===== src/rtl/skywave_rstseq_if.sv =====
// Skywave-A reset sequencer bus: lock/request inputs and
// per-domain reset, ready and cause outputs.
interface skywave_rstseq_if #(
  parameter int N_DOMAINS = 4
);
  logic                 pll_locked_i;
  logic                 swrst_req_i;
  logic [N_DOMAINS-1:0] domain_rst_o;
  logic                 ready_o;
  logic [1:0]           cause_o;

  modport master (
    output pll_locked_i,
    output swrst_req_i,
    input  domain_rst_o,
    input  ready_o,
    input  cause_o
  );

  modport slave (
    input  pll_locked_i,
    input  swrst_req_i,
    output domain_rst_o,
    output ready_o,
    output cause_o
  );
endinterface


===== src/rtl/skywave_rstseq.sv =====
// Skywave-A reset sequencer: qualified PLL lock, staged release.
// Optional sticky cause register: SKYWAVE_RSTSEQ_CAUSE_EN.
module skywave_rstseq #(
  parameter int N_DOMAINS    = 4,
  parameter int HOLD_CYCLES  = 8,
  parameter int LOCK_CYCLES  = 256,
  parameter int STAGE_CYCLES = 16
) (
  input  logic             clk_i,
  input  logic             reset_i,
  skywave_rstseq_if.slave  bus
);
  localparam int HW = $clog2(HOLD_CYCLES + 1);
  localparam int LW = $clog2(LOCK_CYCLES + 1);
  localparam int SW = $clog2(STAGE_CYCLES + 1);
  localparam int DW = $clog2(N_DOMAINS + 1);

  typedef enum logic [1:0] {
    HOLD,
    WAIT_LOCK,
    RELEASE,
    RUN
  } state_t;

  state_t               state_q, state_d;
  logic [HW-1:0]        hold_q, hold_d;
  logic [LW-1:0]        lock_q, lock_d;
  logic [SW-1:0]        stage_q, stage_d;
  logic [DW-1:0]        idx_q, idx_d;
  logic [N_DOMAINS-1:0] rst_q, rst_d;
  logic                 ready_q, ready_d;
  logic                 live;
  logic                 abort;

`ifdef SKYWAVE_RSTSEQ_CAUSE_EN
  logic [1:0] cause_q, cause_d;
`endif

  assign live  = (state_q == RELEASE) || (state_q == RUN);
  assign abort = live &&
                 (!bus.pll_locked_i || bus.swrst_req_i);

  always_comb begin
    state_d = state_q;
    hold_d  = hold_q;
    lock_d  = lock_q;
    stage_d = stage_q;
    idx_d   = idx_q;
    rst_d   = rst_q;
    ready_d = ready_q;
`ifdef SKYWAVE_RSTSEQ_CAUSE_EN
    cause_d = cause_q;
`endif
    unique case (state_q)
      HOLD: begin
        if (hold_q == HW'(HOLD_CYCLES - 1)) begin
          state_d = WAIT_LOCK;
          hold_d  = '0;
        end else begin
          hold_d = hold_q + 1'b1;
        end
      end
      WAIT_LOCK: begin
        if (!bus.pll_locked_i) begin
          lock_d = '0;
        end else if (lock_q == LW'(LOCK_CYCLES - 1)) begin
          state_d = RELEASE;
          lock_d  = '0;
          stage_d = '0;
          idx_d   = '0;
        end else begin
          lock_d = lock_q + 1'b1;
        end
      end
      RELEASE: begin
        if (stage_q == SW'(STAGE_CYCLES - 1)) begin
          stage_d = '0;
          idx_d   = idx_q + 1'b1;
          for (int k = 0; k < N_DOMAINS; k++) begin
            if (DW'(k) == idx_q) rst_d[k] = 1'b0;
          end
          if (idx_q == DW'(N_DOMAINS - 1)) begin
            state_d = RUN;
            ready_d = 1'b1;
          end
        end else begin
          stage_d = stage_q + 1'b1;
        end
      end
      RUN: begin
      end
      default: state_d = HOLD;
    endcase
    // Lock loss outranks a software request on the same edge.
    if (abort) begin
      state_d = HOLD;
      hold_d  = '0;
      lock_d  = '0;
      stage_d = '0;
      idx_d   = '0;
      rst_d   = '1;
      ready_d = 1'b0;
`ifdef SKYWAVE_RSTSEQ_CAUSE_EN
      cause_d = !bus.pll_locked_i ? 2'b10 : 2'b11;
`endif
    end
  end

  always_ff @(posedge clk_i) begin
    if (reset_i) begin
      state_q <= HOLD;
      hold_q  <= '0;
      lock_q  <= '0;
      stage_q <= '0;
      idx_q   <= '0;
      rst_q   <= '1;
      ready_q <= 1'b0;
`ifdef SKYWAVE_RSTSEQ_CAUSE_EN
      cause_q <= 2'b01;
`endif
    end else begin
      state_q <= state_d;
      hold_q  <= hold_d;
      lock_q  <= lock_d;
      stage_q <= stage_d;
      idx_q   <= idx_d;
      rst_q   <= rst_d;
      ready_q <= ready_d;
`ifdef SKYWAVE_RSTSEQ_CAUSE_EN
      cause_q <= cause_d;
`endif
    end
  end

  assign bus.domain_rst_o = rst_q;
  assign bus.ready_o      = ready_q;
`ifdef SKYWAVE_RSTSEQ_CAUSE_EN
  assign bus.cause_o      = cause_q;
`else
  assign bus.cause_o      = 2'b00;
`endif
endmodule


===== src/flat_wrapper.sv =====
// flat-port wrapper written by rule: the top's interface ports become plain ports
module skywave_rstseq_flat 
#(
  parameter int N_DOMAINS    = 4,
  parameter int HOLD_CYCLES  = 8,
  parameter int LOCK_CYCLES  = 256,
  parameter int STAGE_CYCLES = 16
)
  (clk_i, reset_i, bus_pll_locked_i, bus_swrst_req_i, bus_domain_rst_o, bus_ready_o, bus_cause_o);
  skywave_rstseq_if #(.N_DOMAINS(N_DOMAINS)) bus_i ();
  input  logic clk_i;
  input  logic reset_i;
  input wire logic [$bits(bus_i.pll_locked_i)-1:0] bus_pll_locked_i;
  input wire logic [$bits(bus_i.swrst_req_i)-1:0] bus_swrst_req_i;
  output wire logic [$bits(bus_i.domain_rst_o)-1:0] bus_domain_rst_o;
  output wire logic [$bits(bus_i.ready_o)-1:0] bus_ready_o;
  output wire logic [$bits(bus_i.cause_o)-1:0] bus_cause_o;
  assign bus_i.pll_locked_i = bus_pll_locked_i;
  assign bus_i.swrst_req_i = bus_swrst_req_i;
  assign bus_domain_rst_o = bus_i.domain_rst_o;
  assign bus_ready_o = bus_i.ready_o;
  assign bus_cause_o = bus_i.cause_o;
  skywave_rstseq #(.N_DOMAINS(N_DOMAINS), .HOLD_CYCLES(HOLD_CYCLES), .LOCK_CYCLES(LOCK_CYCLES), .STAGE_CYCLES(STAGE_CYCLES)) u_core (.clk_i(clk_i), .reset_i(reset_i), .bus(bus_i));
endmodule

===== config.mk =====
export PLATFORM = sky130hd
export DESIGN_NAME = skywave_rstseq_flat
export DESIGN_NICKNAME = d
export VERILOG_FILES = /design/src/rtl/skywave_rstseq_if.sv /design/src/rtl/skywave_rstseq.sv /design/src/flat_wrapper.sv
export SDC_FILE = /design/constraint.sdc
export NUM_CORES = 1
export LEC_CHECK = 0
export CORE_AREA = 2 2 69 71
export CTS_CLUSTER_DIAMETER = 50
export CTS_CLUSTER_SIZE = 20
export DETAILED_ROUTE_END_ITERATION = 8
export DIE_AREA = 0 0 71 73
export SYNTH_ARGS = -nofsm -noshare
export SYNTH_HDL_FRONTEND = slang
export SYNTH_SLANG_ARGS = --single-unit

===== constraint.sdc =====
create_clock -name clk_i -period 6.05 [get_ports clk_i]
set_clock_uncertainty 0.15 [all_clocks]
set_input_delay 1.21 -clock clk_i [delete_from_list [all_inputs] [get_ports clk_i]]
set_output_delay 1.21 -clock clk_i [all_outputs]
set_load 0.03 [all_outputs]

==> flow_results.org, run 1 <==
** CTS
- Total setup buffers inserted after CTS :: 0
- Clock tree synthesis inserted a total of 3 buffers.
- The clock reaches the later pin of the worst-skew pair after 280 ps.
- Clock root cell :: sky130_fd_sc_hd__clkbuf_8
- Hold-fix buffers, CTS :: 0
- Post-cts sizing count :: 0
- Number of sinks on the clock net :: 28
- Clock slew seen by the registers of the worst setup and hold paths :: 100 ps
- H-tree depth :: 1
- Clock tree from TritonCTS :: done
- The clock passes through at most 2 buffers.

** Placement
- After detailed placement, the design holds a cell count of 232.
- Quantity of I/O buffers inserted on ports :: 8
- Global placement routability congestion :: 0.742
- Once detailed placement completed, the half-perimeter wirelength came to 2030 um.

** Critical path
- R2r setup slk :: 3690 ps
- Launch instance of the worst register-to-register path :: u_core.state_q[0]$_SDFFE_PP0P_
- STA classifies the critical path startpoint as a primary input.
- The number of cells on the worst reg-to-reg path is 5.
- For the worst setup path, the data arrival time is 2770 ps.
- The critical path is of the in2reg type.
- At the worst endpoint, the required time is 6100 ps.
- The worst setup path is captured at a register.
- In this run the critical register-to-register path is captured at u_core.stage_q[3]$_SDFFE_PP0P_.
- Along the worst path, the maximum fanout reaches 5.

** STA
- The max-slew violation count came to 0.
- Derived from the worst setup path, the maximum achievable clock frequency is 0.368 GHz.
- The number of hold-slack violations in the final timing report came to 0.
- Headroom to the max-slew limit :: 46.8%
- The clock period could shrink to 2720 ps.
- On the final layout, the worst hold slack is 289 ps.
- Final worst-path cycle share :: 45.0%
- Count of endpoints failing setup in the final report :: 0
- In the final timing run, aggregate negative setup slack is 0 ps.
- RSZ-0062 raised after global routing :: false
- Transition time at the pin with the least slew margin :: 798 ps

** Power
- Total internal power :: 270 uW
- For this design the static power due to leakage is 0.609 nW.
- Power spread over the standard cell area amounts to 218 nW/um^2.
- The worst-case IR drop observed on VDD is 95.7 uV.
- Of the total power, registers draw 54.1%.
- The design draws 366 uW.
- The share of total power dissipated in the clock network is 31.9%.
- Proportion of total power due to net switching :: 26.2%
- Switching power total :: 96.0 uW
- Logic gate share of total power :: 13.9%

** Yosys
- Adder and majority cell fraction of the synthesized area :: 10.7%
- Main combinational cell family by area after synthesis :: simple AND/OR/NAND/NOR gates
- In the synthesized netlist, the number of instances is 178.
- In this run the cell area of the synthesized design comes to 1510 sq um.
- After synthesis, flip-flops and latches occupy 37.0% of the total area.
- Warnings, synthesis :: 0
- Multiplexer fraction of the synthesized cell area :: 3.31%
- Synth Area in XOR/XNOR :: 0.579%
- After synthesis, the mean cell area works out to 8.51 sq um.
- Summing the areas of all compound-gate instances in the mapped netlist gives 19.5% of the synthesized area.
- Counting distinct cell types in the post-synthesis netlist gives 40.
- Simple-gate area share of the yosys netlist :: 23.3%
- FF+latch count, synth :: 28

** Floorplanning
- Initial cell density of the core :: 33.4%
- In this run the horizontal extent of the chip is 71 um.
- DIE HEIGHT :: 73 um
- After floorplanning, the core was divided into 25 placement rows.
- Core region area :: 4540 sq um
- The die covers 5180 sq um.
- Pin placement for this block handled 11 I/O pins.

** Final layout
- The top cell types in the final layout, fill and taps aside, are sky130_fd_sc_hd__dfxtp_1 (28), sky130_fd_sc_hd__nand2_1 (20), sky130_fd_sc_hd__a21oi_1 (15).
- The layout has 478 filler cells.
- Number of nets in the final layout :: 200
- Of the cells placed in the final design, the portion with a size suffix greater than 1 is 4.40%.
- Once layout is complete, the cells apart from fillers number 236.
- Most common library cell in the layout ignoring fill and taps :: sky130_fd_sc_hd__dfxtp_1
- Area growth from synthesis to layout :: 10.8%
- Antenna cells :: 0
- At the end of the flow the core is filled with cells to 37.0%.

** Route
- The detailed router finished its first iteration with 53 violations.
- Total iterations of the first detailed-routing run :: 4
- After detailed routing, the number of vias per cell comes to 5.22.
- Routed wire length :: 2880 um
- Post-route ant nets :: 0
- The routed layout has 1232 vias.
- Routed wire per std cell :: 12.2 um
- For this run, design rule violations remaining after detail routing come to 0.

** Global route
- The total overflow left after global routing is 0.
- Entering global routing, the biggest net connects 24 pins.
- Number of antenna violations at the first check in global routing :: 0
- All-layer global routing usage :: 12.4%
- Via count of the first global-routing pass :: 1187
- First-pass GRT wire length :: 5270 um

** Min path
- In this run the most critical hold path is launched from u_core.lock_q[8]$_SDFFE_PP0P_.
- The worst hold path terminates at u_core.lock_q[8]$_SDFFE_PP0P_.
- Worst hold path class :: reg2reg
- Along the worst hold path, the cell count comes to 2.

** Status
- The run finished with clean final reports.

** Flow run
- Max-cap violations in this run came to 0.
## logic make-up after synthesis
family,Yosys count
AND/OR/NAND/NOR,66
AO/OA/AOI/OAI,45
flip-flops,28
buffers and inverters,19
adder cells (fa/ha/maj),13
multiplexers,5
other,1
XOR/XNOR,1
## synthesized netlist by cell type
library cell               count  share of area (%)
sky130_fd_sc_hd__inv_1        10                2.5
sky130_fd_sc_hd__dfxtp_1      28                 37
sky130_fd_sc_hd__nand4_4       1                1.4
sky130_fd_sc_hd__o21ai_0       8                2.6
sky130_fd_sc_hd__buf_4         2               0.99
sky130_fd_sc_hd__nand2b_1      3                1.2
sky130_fd_sc_hd__a22oi_1       1               0.50
sky130_fd_sc_hd__nor2_1       10                2.5
sky130_fd_sc_hd__or2_2         1               0.41
sky130_fd_sc_hd__mux2i_1       5                3.3
sky130_fd_sc_hd__o41ai_1       1               0.58
sky130_fd_sc_hd__nand4_1       4                1.7
sky130_fd_sc_hd__nand3b_1      3                1.5
sky130_fd_sc_hd__a21oi_1      15                5.0
sky130_fd_sc_hd__o31ai_1       1               0.50
sky130_fd_sc_hd__or4_1         2               0.99
sky130_fd_sc_hd__nor4b_1       1               0.58
sky130_fd_sc_hd__xor2_1        1               0.58
sky130_fd_sc_hd__o31a_1        1               0.58
sky130_fd_sc_hd__nand3_1      11                3.6
sky130_fd_sc_hd__ha_1         13                 11
sky130_fd_sc_hd__a211oi_1      2               0.99
sky130_fd_sc_hd__o211a_1       1               0.66
sky130_fd_sc_hd__a31oi_1       3                1.2
sky130_fd_sc_hd__a211o_1       1               0.58
sky130_fd_sc_hd__a311oi_1      2                1.2
sky130_fd_sc_hd__nand4b_1      2                1.2
sky130_fd_sc_hd__conb_1        1               0.25
sky130_fd_sc_hd__and4b_1       1               0.66
sky130_fd_sc_hd__nor3_1        3               0.99
sky130_fd_sc_hd__nand2_1      20                5.0
sky130_fd_sc_hd__o32ai_2       1                1.1
sky130_fd_sc_hd__and3_1        3                1.2
sky130_fd_sc_hd__a21o_1        6                3.0
sky130_fd_sc_hd__or3_1         1               0.41
sky130_fd_sc_hd__clkbuf_1      5                1.2
sky130_fd_sc_hd__buf_1         1               0.25
sky130_fd_sc_hd__clkbuf_2      1               0.33
sky130_fd_sc_hd__o21ba_2       1               0.66
sky130_fd_sc_hd__o22ai_1       1               0.41
## power groups by stage
stage | combinational (mW) | sequential (mW) | clock (mW)
3_5_place_dp | 0.0517 | 0.203 | 0
5_1_grt | 0.0585 | 0.200 | 0.127
2_1_floorplan | 0.0425 | 0.201 | 0
6_report | 0.0510 | 0.198 | 0.117
4_1_cts | 0.0520 | 0.198 | 0.121
3_3_place_gp | 0.0520 | 0.203 | 0
## sequential cells by signal, summed over array words and instances, names as in the netlist
signal	flops
u_core.bus.ready_o	1
u_core.hold_q	4
u_core.idx_q	3
u_core.state_q	2
u_core.bus.domain_rst_o	4
u_core.lock_q	9
u_core.stage_q	5
## worst max-delay path: stages
cell	delay [ps]
sky130_fd_sc_hd__clkdlybuf4s50_1	510
sky130_fd_sc_hd__inv_1	80
sky130_fd_sc_hd__o31a_1	350
sky130_fd_sc_hd__or4_1	470
sky130_fd_sc_hd__a21oi_1	150
## final cells by class
cell class | instances | area, sq um | area share (%)
multi-input combinational | 132 | 877 | 52.3
clock buffer | 4 | 55.1 | 3.28
tap | 54 | 67.6 | 4.03
inverter | 10 | 37.5 | 2.24
sequential | 28 | 561 | 33.4
timing repair buffer | 8 | 80.1 | 4.77
## how the worst max path moves through the flow
stage | slack (ps) | to | startpoint
final | 3330 | u_core.idx_q[2]$_SDFFE_PP0P_ | bus_pll_locked_i
after global placement | 3040 | u_core.stage_q[3]$_SDFFE_PP0P_ | bus_pll_locked_i
after detailed placement | 3040 | u_core.stage_q[3]$_SDFFE_PP0P_ | bus_pll_locked_i
after CTS | 3320 | u_core.idx_q[2]$_SDFFE_PP0P_ | bus_pll_locked_i
after global routing | 3200 | u_core.stage_q[3]$_SDFFE_PP0P_ | bus_pll_locked_i
after floorplan | 3680 | u_core.idx_q[2]$_SDFFE_PP0P_ | bus_pll_locked_i
## routing by layer
metal	vias to the layer above	part of all wire, %	track usage, %
met5	-	0	0
met4	0	1.7	4.40
met3	4	1.4	2.07
met2	8	49	22.1
met1	579	48	15.0
li1	641	-	-
## per-stage QoR
stage,instance area [sq um],setup WS [ps]
global placement,1620,3040
detailed placement,1620,3040
CTS,1680,3320
floorplan,1520,3680
finish,1680,3330
global route,1680,3200
No activity file was read; power rests on OpenSTA's default activity.
==> run 2: changes to the inputs <==
clock period = 2.6 ns   (was 6.05 ns; I/O delays follow)
==> run 2 against run 1 <==
Wire length grew 0.94%. Combinational power rose by 150%. Die area unchanged. Largest power group unchanged. Sequential power is 130% higher. Via count rose by 3.5%. Highest routed layer unchanged. Worst setup slack worse by 2900 ps. Flip-flop and latch count did not move. Core utilization grew 0.66 points. Register-to-register slack got worse by 3300 ps. Sequential share of layout area shrank 0.59 points.
==> flow_results.org, run 2 (synthesis gave the netlist of run 1 again) <==
** STA
- The transition at the pin with the smallest max-transition slack is 513 ps (-285 ps).
- Derived from the worst setup path, the maximum achievable clock frequency is 0.461 GHz.
- Setup repair after global routing left no endpoint under its margin.
- Setup TNS :: 0 ps (unchanged)
- Final worst-path cycle share :: 83.4%
- Crit path time final :: 2170 ps
- The remaining max-slew budget at the tightest pin is 65.8% (+19 points).
- Count of endpoints failing setup in the final report :: 0 (unchanged)
- The number of hold-slack violations in the final timing report was 0 (unchanged).
- Number of max-slew violations in the final report :: 0 (unchanged)
- Hold_ws :: 290 ps (+1.64 ps)

** Critical path
- Data required time at the worst endpoint :: 2660 ps (-3440 ps)
- R2R cell count :: 5 (unchanged)
- Arrival time worst endpoint :: 2230 ps (-540 ps)
- Critical path's slowest cell :: sky130_fd_sc_hd__or4_1
- The critical path goes through ha_1 > nand4b_1 > o31a_1 > or4_1 > a21oi_1.
- Top delay family on crit path :: simple AND/OR/NAND/NOR gates
- CP Buf/Inv Count :: 0 (-2)
- Crit path to :: u_core.idx_q[2]$_SDFFE_PP0P_
- Launch instance of the worst register-to-register path :: u_core.lock_q[0]$_SDFFE_PP0P_
- In this run the critical register-to-register path is captured at u_core.idx_q[2]$_SDFFE_PP0P_.
- Critical Setup Path Class :: reg2reg
- Crit Path Max Fanout :: 6 (+1)
- Crit. End Element :: register
- CP max stage delay :: 480 ps (-30 ps)
- The minimum setup slack among reg-to-reg paths was 430 ps (-3260 ps).
- STA classifies the critical path startpoint as a register.
- Total stage count of the critical path :: 5 (unchanged)
- In this run the worst setup path begins at u_core.lock_q[0]$_SDFFE_PP0P_.

** CTS
- The TritonCTS buffer count is 3 (unchanged).
- Clock slew seen by the registers of the worst setup and hold paths :: 100 ps (about the same)
- Maximum number of buffers from clock root to sink :: 2 (unchanged)
- Number of sinks on the clock net :: 28 (unchanged)
- Clk_lat worst skew :: 280 ps (about the same)
- Hold-fix buffers, CTS :: 0 (unchanged)
- The number of instances resized during post-cts repair is 0 (unchanged).
- Clock root cell :: sky130_fd_sc_hd__clkbuf_8
- The post-CTS setup buffer count came to 0 (unchanged).
- The level count of the clock H-tree is 1 (unchanged).
- Clock tree from TritonCTS :: done

** Placement
- The detailed-placement wirelength estimate is 2140 um (+5.8%).
- The number of buffers inserted by port buffering came to 8 (unchanged).
- Global placement routability congestion :: 0.768 (+3.6%)

** Route
- Total via count in the routed design :: 1275 (+3.5%)
- Number of DRC markers in iteration 0 :: 36 (-32%)
- The final routed DRC violation total is 0 (unchanged).
- The routed length per instance came to 12.1 um (-0.74%).
- Post-route ant nets :: 0 (unchanged)
- The count of TritonRoute iterations in the first routing pass came to 4 (unchanged).
- The sum of routed wire length over all layers is 2900 um (+0.94%).
- Via-per-instance ratio :: 5.31 (+1.8%)

** Final layout
- Area used by sequential logic in the layout :: 561 sq um (unchanged)
- Ranked by flip-flop count, first place goes to u_core.lock_q.
- Antenna cells :: 0 (unchanged)
- The number of fillers in the final layout was 487 (+1.9%).
- The net count reported at finish is 204 (+2.0%).
- Share of cells above drive strength 1 :: 6.45% (+2.1 points)
- The top cell types in the final layout, fill and taps aside, are sky130_fd_sc_hd__dfxtp_1 (28), sky130_fd_sc_hd__nand2_1 (20), sky130_fd_sc_hd__a21oi_1 (15).
- Largest registers :: u_core.lock_q x9, u_core.stage_q x5
- Area taken by multi-input logic gates :: 877 sq um (unchanged)
- Number of flip-flops under the largest register name :: 9 (unchanged)
- Most common library cell in the layout ignoring fill and taps :: sky130_fd_sc_hd__dfxtp_1
- The area growth from synthesis to layout is 12.8%.

** Flow run
- The number of maximum-capacitance constraint violations was 0 (unchanged).

** Global route
- Largest net degree at the start of global routing :: 16 (-33%)
- Number of antenna violations at the first check in global routing :: 0 (unchanged)
- All-layer global routing usage :: 12.3% (-0.12 points)
- The overall overflow remaining after global route came to 0 (unchanged).
- Via count of the first global-routing pass :: 1214 (+2.3%)
- First-pass GRT wire length :: 5200 um (-1.3%)

** Power
- Standby leakage power :: 0.629 nW (+3.4%)
- Power density over the cells :: 505 nW/um^2 (+130%)
- Worst IR Drop VDD :: 183 uV (+91%)

** Floorplanning
- The initial core utilization is 33.4% (unchanged).
- The count of standard-cell rows is 25 (unchanged).
- IO Pins :: 11 (unchanged)
- Overall die width :: 71 um (unchanged)
- DIE HEIGHT :: 73 um (unchanged)
- The area of the placeable core is 4540 sq um (unchanged).
- Total Die Area :: 5180 sq um (unchanged)

** Status
- The flow ran to the end, and the final reports show no timing, DRC or antenna violations.

** Min path
- Worst hold path class :: reg2reg
[run 2: cell count changes in the layout (fill, tap and decap cells not counted), sizes merged]
cell / before / now
buf: 0 / 4
[run 2: area by class of cell]
cell class,instances,share of cell area [%]
clock buffer,4,3.22
tap,54,3.96
timing repair buffer,12,6.45
multi-input combinational,132,51.4
sequential,28,32.8
inverter,10,2.20
[run 2: worst reg2reg max path, cell delays in order (launching register included)]
cell and delay, ps:
sky130_fd_sc_hd__dfxtp_1 390, sky130_fd_sc_hd__ha_1 290, sky130_fd_sc_hd__nand4b_1 280, sky130_fd_sc_hd__o31a_1 370
sky130_fd_sc_hd__or4_1 480, sky130_fd_sc_hd__a21oi_1 140
[run 2: how the worst min path moves through the flow]
| stage | from | depth (start not counted) | to | slack [ps] |
|---|---|---|---|---|
| after floorplan | u_core.lock_q[8]$_SDFFE_PP0P_ | 2 | u_core.lock_q[8]$_SDFFE_PP0P_ | 260 |
| after global placement | u_core.lock_q[8]$_SDFFE_PP0P_ | 2 | u_core.lock_q[8]$_SDFFE_PP0P_ | 270 |
| after detailed placement | u_core.lock_q[8]$_SDFFE_PP0P_ | 2 | u_core.lock_q[8]$_SDFFE_PP0P_ | 270 |
| after CTS | u_core.lock_q[8]$_SDFFE_PP0P_ | 2 | u_core.lock_q[8]$_SDFFE_PP0P_ | 290 |
| after global routing | u_core.lock_q[8]$_SDFFE_PP0P_ | 2 | u_core.lock_q[8]$_SDFFE_PP0P_ | 310 |
| final | u_core.lock_q[8]$_SDFFE_PP0P_ | 2 | u_core.lock_q[8]$_SDFFE_PP0P_ | 290 |
[run 2: routing by layer]
layer	track usage, %	part of all wire (%)	up-vias
li1	-	-	650
met1	14.4	49	605
met2	22.5	48	16
met3	1.66	2.1	4
met4	4.82	1.3	0
met5	0	0	-
[run 2: power by group]
part           total [mW]  switching, mW  internal (mW)
Clock               0.276          0.140          0.136
Sequential          0.462         0.0160          0.446
Combinational       0.125         0.0719         0.0527
[run 2: per-stage QoR]
step / util (%) / instances / cell area [sq um] / power (mW) / worst slack (ps)
3_5_place_dp: 36.4 / 236 / 1650 / 0.598 / 290
2_1_floorplan: - / 179 / 1520 / 0.567 / 675
5_1_grt: 37.7 / 240 / 1710 / 0.913 / 274
4_1_cts: 37.7 / 240 / 1710 / 0.877 / 461
3_3_place_gp: 36.4 / 236 / 1650 / 0.596 / 313
6_report: 37.7 / 240 / 1710 / 0.862 / 433
